<file path="src/rtl/stream_narrow_packer.sv">
// stream_narrow_packer
//   Buffers 16-bit words (with frame `last`) in a small FIFO and serializes
//   each word as two 8-bit beats, high byte first, on a ready/valid/last
//   byte stream. Also checks the input frame length and keeps a frame count.
//
// Ports
//   clock, reset          : single clock, synchronous active-high reset
//   in_valid/in_ready     : upstream word handshake (in_data[15:0], in_last)
//   out_valid/out_ready   : downstream byte handshake (out_data[7:0], out_last)
//   frame_err             : sticky frame-length error, cleared only by reset
//   frame_cnt[CNT_W-1:0]  : frames accepted on the input (wraps)
module stream_narrow_packer #(
  parameter int DEPTH     = 4,
  parameter int FRAME_LEN = 1536,
  parameter int CNT_W     = 16
) (
  input  logic             clock,
  input  logic             reset,
  input  logic             in_valid,
  output logic             in_ready,
  input  logic [15:0]      in_data,
  input  logic             in_last,
  output logic             out_valid,
  input  logic             out_ready,
  output logic [7:0]       out_data,
  output logic             out_last,
  output logic             frame_err,
  output logic [CNT_W-1:0] frame_cnt
);

  localparam int AW  = $clog2(DEPTH);
  localparam int WCW = $clog2(FRAME_LEN);
  localparam logic [WCW-1:0] LAST_IDX = WCW'(FRAME_LEN - 1);

  typedef struct packed {
    logic        last;
    logic [15:0] data;
  } entry_t;

  entry_t           mem_q [DEPTH];
  entry_t           mem_d [DEPTH];
  logic [AW:0]      wr_ptr_q, wr_ptr_d;
  logic [AW:0]      rd_ptr_q, rd_ptr_d;
  logic             sel_q, sel_d;
  logic [WCW-1:0]   word_cnt_q, word_cnt_d;
  logic [CNT_W-1:0] frame_cnt_q, frame_cnt_d;
  logic             frame_err_q, frame_err_d;

  logic   full, empty, push, beat, pop, at_last;
  entry_t head;

  always_comb begin
    // Extra pointer MSB tells full (MSBs differ) from empty (equal).
    full    = (wr_ptr_q[AW] != rd_ptr_q[AW]) &&
              (wr_ptr_q[AW-1:0] == rd_ptr_q[AW-1:0]);
    empty   = (wr_ptr_q == rd_ptr_q);
    head    = mem_q[rd_ptr_q[AW-1:0]];
    // in_ready comes from registered state only: a slot freed by this
    // cycle's pop is not offered until the next cycle.
    push    = in_valid && !full && !reset;
    beat    = !empty && out_ready;
    pop     = beat && sel_q;
    at_last = (word_cnt_q == LAST_IDX);

    mem_d       = mem_q;
    wr_ptr_d    = wr_ptr_q;
    rd_ptr_d    = rd_ptr_q;
    sel_d       = sel_q;
    word_cnt_d  = word_cnt_q;
    frame_cnt_d = frame_cnt_q;
    frame_err_d = frame_err_q;

    if (push) begin
      mem_d[wr_ptr_q[AW-1:0]] = '{last: in_last, data: in_data};
      wr_ptr_d = wr_ptr_q + (AW+1)'(1);
      if (in_last) begin
        if (!at_last) frame_err_d = 1'b1;
        word_cnt_d  = '0;
        frame_cnt_d = frame_cnt_q + CNT_W'(1);
      end else if (at_last) begin
        // Expected last missing: flag and resync so the next word is index 0.
        frame_err_d = 1'b1;
        word_cnt_d  = '0;
      end else begin
        word_cnt_d = word_cnt_q + WCW'(1);
      end
    end

    if (beat) sel_d = !sel_q;
    if (pop)  rd_ptr_d = rd_ptr_q + (AW+1)'(1);
  end

  always_ff @(posedge clock) begin
    if (reset) begin
      wr_ptr_q    <= '0;
      rd_ptr_q    <= '0;
      sel_q       <= 1'b0;
      word_cnt_q  <= '0;
      frame_cnt_q <= '0;
      frame_err_q <= 1'b0;
    end else begin
      wr_ptr_q    <= wr_ptr_d;
      rd_ptr_q    <= rd_ptr_d;
      sel_q       <= sel_d;
      word_cnt_q  <= word_cnt_d;
      frame_cnt_q <= frame_cnt_d;
      frame_err_q <= frame_err_d;
    end
  end

  // Storage needs no reset: empty pointers mask stale contents.
  always_ff @(posedge clock) begin
    mem_q <= mem_d;
  end

  assign in_ready  = !full && !reset;
  assign out_valid = !empty;
  assign out_data  = empty ? 8'h00 : (sel_q ? head.data[7:0] : head.data[15:8]);
  assign out_last  = head.last && sel_q && !empty;
  assign frame_err = frame_err_q;
  assign frame_cnt = frame_cnt_q;

endmodule

</file>
<file path="config.mk">
export PLATFORM = sky130hd
export DESIGN_NAME = stream_narrow_packer
export DESIGN_NICKNAME = d
export VERILOG_FILES = /design/src/rtl/stream_narrow_packer.sv
export SDC_FILE = /design/constraint.sdc
export NUM_CORES = 1
export LEC_CHECK = 0
export BUFFER_PORTS_ARGS = -buffer_cell sky130_fd_sc_hd__buf_2
export CORE_MARGIN = 1.5
export CORE_UTILIZATION = 45
export DETAILED_ROUTE_END_ITERATION = 12
export MAX_ROUTING_LAYER = met4
export SLEW_MARGIN = 15
export SYNTH_ARGS = -nofsm -noshare
export SYNTH_HDL_FRONTEND = slang
export SYNTH_SLANG_ARGS = --single-unit
</file>
<file path="constraint.sdc">
create_clock -name clock -period 3.6 [get_ports clock]
set_input_delay 0.72 -clock clock [delete_from_list [all_inputs] [get_ports clock]]
set_output_delay 0.72 -clock clock [all_outputs]
set_load 0.01 [all_outputs]
</file>
==> results of run 1 <==
## power groups by stage
| stage | logic, mW | clock network (mW) | registers (mW) |
|---|---|---|---|
| global placement | 0.193 | 0 | 1.34 |
| floorplan | 0.126 | 0 | 1.33 |
| global route | 0.215 | 0.810 | 1.32 |
| finish | 0.191 | 0.748 | 1.31 |
| detailed placement | 0.195 | 0 | 1.34 |
| CTS | 0.196 | 0.767 | 1.32 |
## registers in the layout (all words and copies together) (netlist names)
| name | flops |
|---|---|
| mem_q | 68 |
| rd_ptr_q | 3 |
| word_cnt_q | 11 |
| wr_ptr_q | 3 |
| frame_err | 1 |
| frame_cnt | 16 |
| sel_q | 1 |
## area by class of cell
| cell class | count | share of cell area (%) |
|---|---|---|
| Multi-Input combinational cell | 201 | 32.1 |
| Sequential cell | 103 | 53.7 |
| Tap cell | 133 | 3.26 |
| Timing Repair Buffer | 61 | 6.62 |
| Clock buffer | 9 | 2.43 |
| Inverter | 5 | 0.368 |
| Clock inverter | 7 | 1.54 |
## Yosys cell counts, types with 5 or more instances
library cell	number	area share (%)
nor2_1	28	2.4
nand2_1	9	0.76
xnor2_1	7	1.4
or4_1	10	1.7
mux2i_1	12	2.7
dfxtp_1	35	16
o31ai_1	8	1.3
clkbuf_1	9	0.76
o21ai_0	8	0.90
nand3_1	11	1.2
xor2_1	5	0.98
ha_1	7	2.0
mux4_2	17	8.6
nand4_1	6	0.84
inv_1	5	0.42
edfxtp_1	68	46
mux2_2	7	1.8
nor2b_1	8	1.1
a21oi_1	17	1.9
## worst max-delay path, stage by stage (launching register included)
cell     delay [ns]
dfxtp_1        0.64
buf_4          0.37
mux4_2         0.54
mux2i_1        0.16
nor2_1         0.05
buf_2          0.13
## cells by family after synthesis
kind of cell | Yosys count
flip-flops | 103
adder cells (fa/ha/maj) | 7
multiplexers | 36
AO/OA/AOI/OAI | 45
AND/OR/NAND/NOR | 99
buffers and inverters | 20
XOR/XNOR | 14
## stage by stage
stage | hold slack, ns | setup slack, ns | utilization (%) | instance area [µm²] | total power [mW]
floorplan | 0.453 | 1.24 | - | 4470 | 1.45
finish | 0.483 | 0.616 | 52.7 | 5110 | 2.25
CTS | 0.485 | 0.528 | 52.7 | 5110 | 2.28
detailed placement | 0.470 | 0.958 | 50.6 | 4900 | 1.54
global placement | 0.461 | 0.978 | 50.6 | 4900 | 1.54
global route | 0.517 | 0.363 | 52.7 | 5110 | 2.34
## worst max-delay path by stage
stage	start	to	slack, ns	depth (start not counted)
2_1_floorplan	rd_ptr_q[0]	out_data[6]	1.24	5
3_3_place_gp	rd_ptr_q[0]	out_data[0]	0.98	5
3_5_place_dp	in_last	frame_cnt[15]	0.96	5
4_1_cts	rd_ptr_q[0]	out_data[2]	0.53	5
5_1_grt	rd_ptr_q[0]	out_data[3]	0.36	5
6_report	rd_ptr_q[0]	out_data[3]	0.62	5
## metal layers
metal	up-vias	part of all wire, %	GRT usage [%]
li1	1363	-	-
met1	1397	47	24.0
met2	41	48	27.2
met3	8	4.0	4.14
met4	0	1.0	6.43
met5	-	0	-
==> flow_summary_export.csv, run 1 <==
group,metric,value,unit
outcome,status,"finished, final reports clean",
sta,clock_skew,0.00926,ns
die,dieArea,10500,µm²
setup_path,endpoint_kind,"output port",
global_routing,grt_max_degree,26,
min_path,hp-class,"reg2reg",
logic_synthesis,synth_compound_area_share,6.32,%
global_routing,grt_remaining_overflow,0,
die,num_rows,36,
cts,cts_resized,0,
cts,path_clk_slew,0.10,ns
pwr,ir_drop,0.189,mV
setup_path,required,2.88,ns
pwr,p_clk_share,33.2,%
finish,mostFrequentLayoutCell,"edfxtp_1",
run,drv_cap,0,
finish,regArea,2740,µm²
logic_synthesis,synth_nets,352,
cts,htree_num_levels,3,
finish,area_delta_synth_final,14.2,%
placed_design,dp_hpwl,5750,µm
detailed_routing,vias,2809,
logic_synthesis,synthCells,324,
sta,slew_viol_final,0,
pwr,p_leak,1.79,nW
sta,fin_crit_sh,82.9,%
setup_path,worstPathArrival,2.26,ns
sta,hold_viol,0,
finish,instances_no_fill,519,
setup_path,startpoint_type,"flop",
finish,multi_input_area,1640,µm²
sta,tns,0,ns
setup_path,worst-r2r-setup-slack,1.46,ns
pwr,p_switching,0.550,mW
pwr,p_comb_share,8.5,%
finish,diodes,0,
logic_synthesis,synth_cell_types,42,
sta,max_freq,335,MHz
setup_path,r2r_end,"frame_cnt[15]",
sta,setup_viol_count_final,0,
min_path,hp-start,"frame_err",
setup_path,cp_max_fo,13,
die,coreArea,9680,µm²
sta,worst_pin_slew,0.764,ns
logic_synthesis,yosysWarnings,0,
logic_synthesis,netlist_area,4470,µm²
cts,ctsLongestPathBuffers,2,
placed_design,gp_congestion,0.766,
global_routing,grtUsageTotal,18.0,%
pwr,pwr-share-seq,58.3,%
finish,mostFrequentLayoutCells,"edfxtp_1 (68), buf_2 (48), dfxtp_1 (35)",
detailed_routing,firstDrtPassIters,4,
sta,slew_headroom,48.2,%
detailed_routing,post_drt_wl_per_cell,16.5,µm
cts,cts.sinks,103,
global_routing,grt_pass1_wl,13600,µm
detailed_routing,ant_nets,0,
sta,post-route-min-period,2.98,ns
die,die_y,103,µm
logic_synthesis,synthFlopType,"edfxtp_1",
pwr,p_int,1.70,mW
logic_synthesis,synth_top_family_by_area,"multiplexers",
min_path,holdPathEnd,"frame_err",
cts,cts_setup_buffers,0,
finish,n_fill_cell,840,
pwr,switching_share,24.4,%
die,die_x,103,µm
logic_synthesis,synth_edf_count,68,
logic_synthesis,synthAdderAreaFrac,1.96,%
setup_path,worstSetupPathType,"reg2out",
cts,cts_inserted_buffers,9,
placed_design,dp_cells,503,
global_routing,antenna_found_initial,0,
cts,cts_hold_buf,0,
cts,worst_skew_pair.late_latency,0.37,ns
cts,cts-root-buf,"clkbuf_8",
logic_synthesis,seq_area_frac_synth,61.3,%
die,io_pins,49,
logic_synthesis,synthArstFlopShare,0,%
logic_synthesis,synth_mux_area_share,13.0,%
detailed_routing,via_per_inst,5.41,
detailed_routing,wirelength,8550,µm
detailed_routing,drc_errors,0,
detailed_routing,drtIter0Drc,147,
setup_path,r2r-start,"rd_ptr_q[0]",
cts,cts_tree,"done",
logic_synthesis,synth_xor_area_share,3.08,%
global_routing,grt_pass1_vias,2638,
finish,final_nets,409,
sta,rsz0062_at_grt,"no",
placed_design,io_buffers,48,
logic_synthesis,synth_simple_gate_area_share,12.3,%
setup_path,reg2regPathDepth,5,
logic_synthesis,yosys_register_bits,103,
min_path,hold_path_depth,2,
finish,layout-drive-gt1-share,27.7,%
die,initial_core_util,46.2,%
logic_synthesis,synth_area_per_cell,13.8,µm²
pwr,powerDensity,441,nW/µm²
No activity file was read; power rests on OpenSTA's default activity.
==> run 2, diff against run 1 <==
--- a/config.mk
+++ b/config.mk
@@ -5,6 +5,7 @@
 export SDC_FILE = /design/constraint.sdc
 export NUM_CORES = 1
 export LEC_CHECK = 0
+export ABC_AREA = 1
 export BUFFER_PORTS_ARGS = -buffer_cell sky130_fd_sc_hd__buf_2
 export CORE_MARGIN = 1.5
 export CORE_UTILIZATION = 45
==> constraint.sdc (replaced) <==
create_clock -name clock -period 3.1 [get_ports clock]
set_input_delay 0.62 -clock clock [delete_from_list [all_inputs] [get_ports clock]]
set_output_delay 0.62 -clock clock [all_outputs]
set_load 0.01 [all_outputs]
==> run 2 against run 1 <==
Wire length is 14% higher. Synthesized cell count is 55% higher. Highest routed layer unchanged. Sequential power is 15% higher. Critical path type unchanged. Final cell count is 34% higher. Clock skew is 0.0053 ns higher. Critical path depth is 1 higher. Core utilization is 1.3 points lower.
==> flow_summary_export.csv, run 2 <==
group,metric,value,unit
outcome,status,"finished, final reports clean",
setup_path,worst-r2r-setup-slack,1.04,ns
placed_design,gp_congestion,0.825,
detailed_routing,drc_errors,0,
detailed_routing,firstDrtPassIters,4,
pwr,ir_drop,0.271,mV
detailed_routing,ant_nets,0,
logic_synthesis,synth_most_common_cell,"nor2_1",
detailed_routing,via_per_inst,5.09,
logic_synthesis,netlist_area,4730,µm²
finish,multi_input_area,1700,µm²
min_path,hp-class,"reg2reg",
global_routing,grt_pass1_vias,3267,
placed_design,dpl_worst_slack,0.630,ns
cts,cts-root-buf,"clkbuf_8",
global_routing,grt_max_degree,37,
finish,largest_reg_flops,68,
finish,diodes,0,
logic_synthesis,synthCells,502,
placed_design,dp_hpwl,6490,µm
setup_path,path_cells,"buf_4 -> nand2_1 -> nand2_2 -> nand4_1 -> and3_1 -> buf_2",
finish,mostFrequentLayoutCells,"nor2_1 (92), nand2_1 (86), edfxtp_1 (68)",
finish,mostFrequentLayoutCell,"nor2_1",
detailed_routing,vias,3524,
sta,holdWs,0.464,ns
cts,htree_num_levels,3,
setup_path,reg2regPathDepth,8,
die,initial_core_util,46.0,%
cts,cts_inserted_buffers,9,
sta,slew_headroom,60.2,%
logic_synthesis,yosysWarnings,0,
cts,cts_tree,"done",
cts,worst_skew_pair.late_latency,0.36,ns
pwr,powerDensity,478,nW/µm²
placed_design,postPlaceCellArea,5080,µm²
global_routing,grt_remaining_overflow,0,
logic_synthesis,synth_cell_types,35,
pwr,p_leak,1.90,nW
detailed_routing,post_drt_wl_per_cell,14.1,µm
sta,hold_viol,0,
setup_path,crit_family,"simple AND/OR/NAND/NOR gates",
logic_synthesis,synth_commonest_cells,"nor2_1 (92), nand2_1 (86), edfxtp_1 (68)",
min_path,hold_path_depth,2,
setup_path,cp_slowest_cell,"nand4_1",
cts,path_clk_slew,0.10,ns
finish,area_delta_synth_final,11.8,%
detailed_routing,wirelength,9760,µm
sta,clock_skew,0.0146,ns
setup_path,worstSetupPathType,"reg2out",
logic_synthesis,seq_area_frac_synth,58.0,%
setup_path,cp_max_fo,13,
finish,regArea,2740,µm²
logic_synthesis,synth_nets,530,
setup_path,slowest_delay,0.48,ns
cts,cts_setup_buffers,0,
setup_path,worstPathArrival,2.24,ns
logic_synthesis,synthTopCellsByArea,"edfxtp_1 (43%), dfxtp_1 (15%), nor2_1 (7.3%), nand2_1 (6.8%), o21ai_0 (5.9%)",
sta,slew_viol_final,0,
pwr,total_power,2.53,mW
die,num_rows,37,
cts,cts_resized,0,
die,dieArea,11100,µm²
logic_synthesis,synthFlopType,"edfxtp_1",
die,io_pins,49,
finish,max_flop_register,"mem_q",
finish,design_area,5290,µm²
cts,cts_hold_buf,0,
setup_path,startpoint_type,"flop",
finish,final_nets,580,
sta,max_freq,350,MHz
sta,fin_crit_sh,92.2,%
min_path,hp-start,"frame_err",
finish,n_fill_cell,970,
placed_design,io_buffers,48,
global_routing,grt_pass1_wl,15800,µm
detailed_routing,drtIter0Drc,93,
logic_synthesis,synth_edf_count,68,
sta,post-route-min-period,2.86,ns
global_routing,antenna_found_initial,0,
setup_path,endpoint_kind,"output port",
finish,layout-drive-gt1-share,18.3,%
setup_path,required,2.48,ns
die,coreArea,10300,µm²
die,die_x,106,µm
setup_path,r2r-start,"rd_ptr_q[1]",
logic_synthesis,synth_area_per_cell,9.42,µm²
run,drv_cap,0,
logic_synthesis,yosys.area.top_type_share,43.2,%
min_path,holdPathEnd,"frame_err",
sta,rsz0062_at_grt,"no",
sta,worst_slack,0.242,ns
global_routing,grtUsageTotal,18.7,%
setup_path,cp_num_buf_inv,2,
cts,cts.sinks,103,
cts,ctsLongestPathBuffers,2,
die,die_y,106,µm
sta,tns,0,ns
sta,worst_pin_slew,0.595,ns
setup_path,r2r_end,"rd_ptr_q[0]",
logic_synthesis,yosys_register_bits,103,
logic_synthesis,synth_top_cell_by_area,"edfxtp_1",
sta,setup_viol_count_final,0,
logic_synthesis,synthArstFlopShare,0,%
-- run 2: cell types whose count changed in the layout (fill, tap and decap cells not counted), sizes merged, moves of 7 or more --
cell / delta
mux4: -17
inv: +34
o21ai: +52
nand2: +84
nor2: +68
mux2i: -12
nor2b: -8
or4: -10
o31ai: -9
nand3: +12
a21oi: +15
mux2: -7
-- run 2: power by group --
group | switching [mW] | total (mW) | internal, mW
registers | 0.0108 | 1.50 | 1.49
clock network | 0.472 | 0.857 | 0.385
logic | 0.119 | 0.174 | 0.0542
-- run 2: metal layers --
metal,GRT usage [%],up-vias,routed length (µm)
met3,3.53,16,380
met4,7.05,0,204
li1,-,1785,-
met1,23.0,1648,4390
met5,-,-,0
met2,30.6,75,4790
-- run 2: cell type report --
cell class	instances	share of cell area [%]
inverters	39	3.01
clock buffers	9	2.34
flip-flops and latches	103	51.9
repair buffers	58	5.96
multi-input cells	341	32.1
well taps	136	3.22
clock inverters	7	1.51
-- run 2: logic make-up (layout without fill, tap and decap cells) --
| logic type | Yosys count | after routing | synth area share (%) |
|---|---|---|---|
| fa+ha+maj | 7 | 7 | 1.85 |
| xor+xnor | 7 | 7 | 1.30 |
| simple gates | 225 | 225 | 20.7 |
| flops | 103 | 103 | 58.0 |
| buf+inv | 58 | 113 | 6.16 |
| compound gates | 102 | 102 | 12.0 |
-- run 2: tightest hold or removal path: stages, from the launching register on --
cell	delay (ns)
dfxtp_1	0.32
inv_1	0.05
a21oi_1	0.06
-- run 2: how the worst max path moves through the flow --
| stage | slack (ns) | depth (start not counted) | endpoint | from |
|---|---|---|---|---|
| after global routing | 0.08 | 6 | out_last | rd_ptr_q[1] |
| final | 0.24 | 6 | out_last | rd_ptr_q[1] |
| after CTS | 0.21 | 6 | out_last | rd_ptr_q[1] |
| after floorplan | 0.80 | 5 | mem_q[17] | reset |
| after global placement | 0.71 | 6 | out_data[2] | rd_ptr_q[0] |
| after detailed placement | 0.63 | 6 | out_last | rd_ptr_q[1] |
-- run 2: per-stage QoR --
step	util, %	cells
6_report	51.4	693
5_1_grt	51.4	693
4_1_cts	51.4	693
3_5_place_dp	49.5	677
3_3_place_gp	49.5	677
2_1_floorplan	-	502
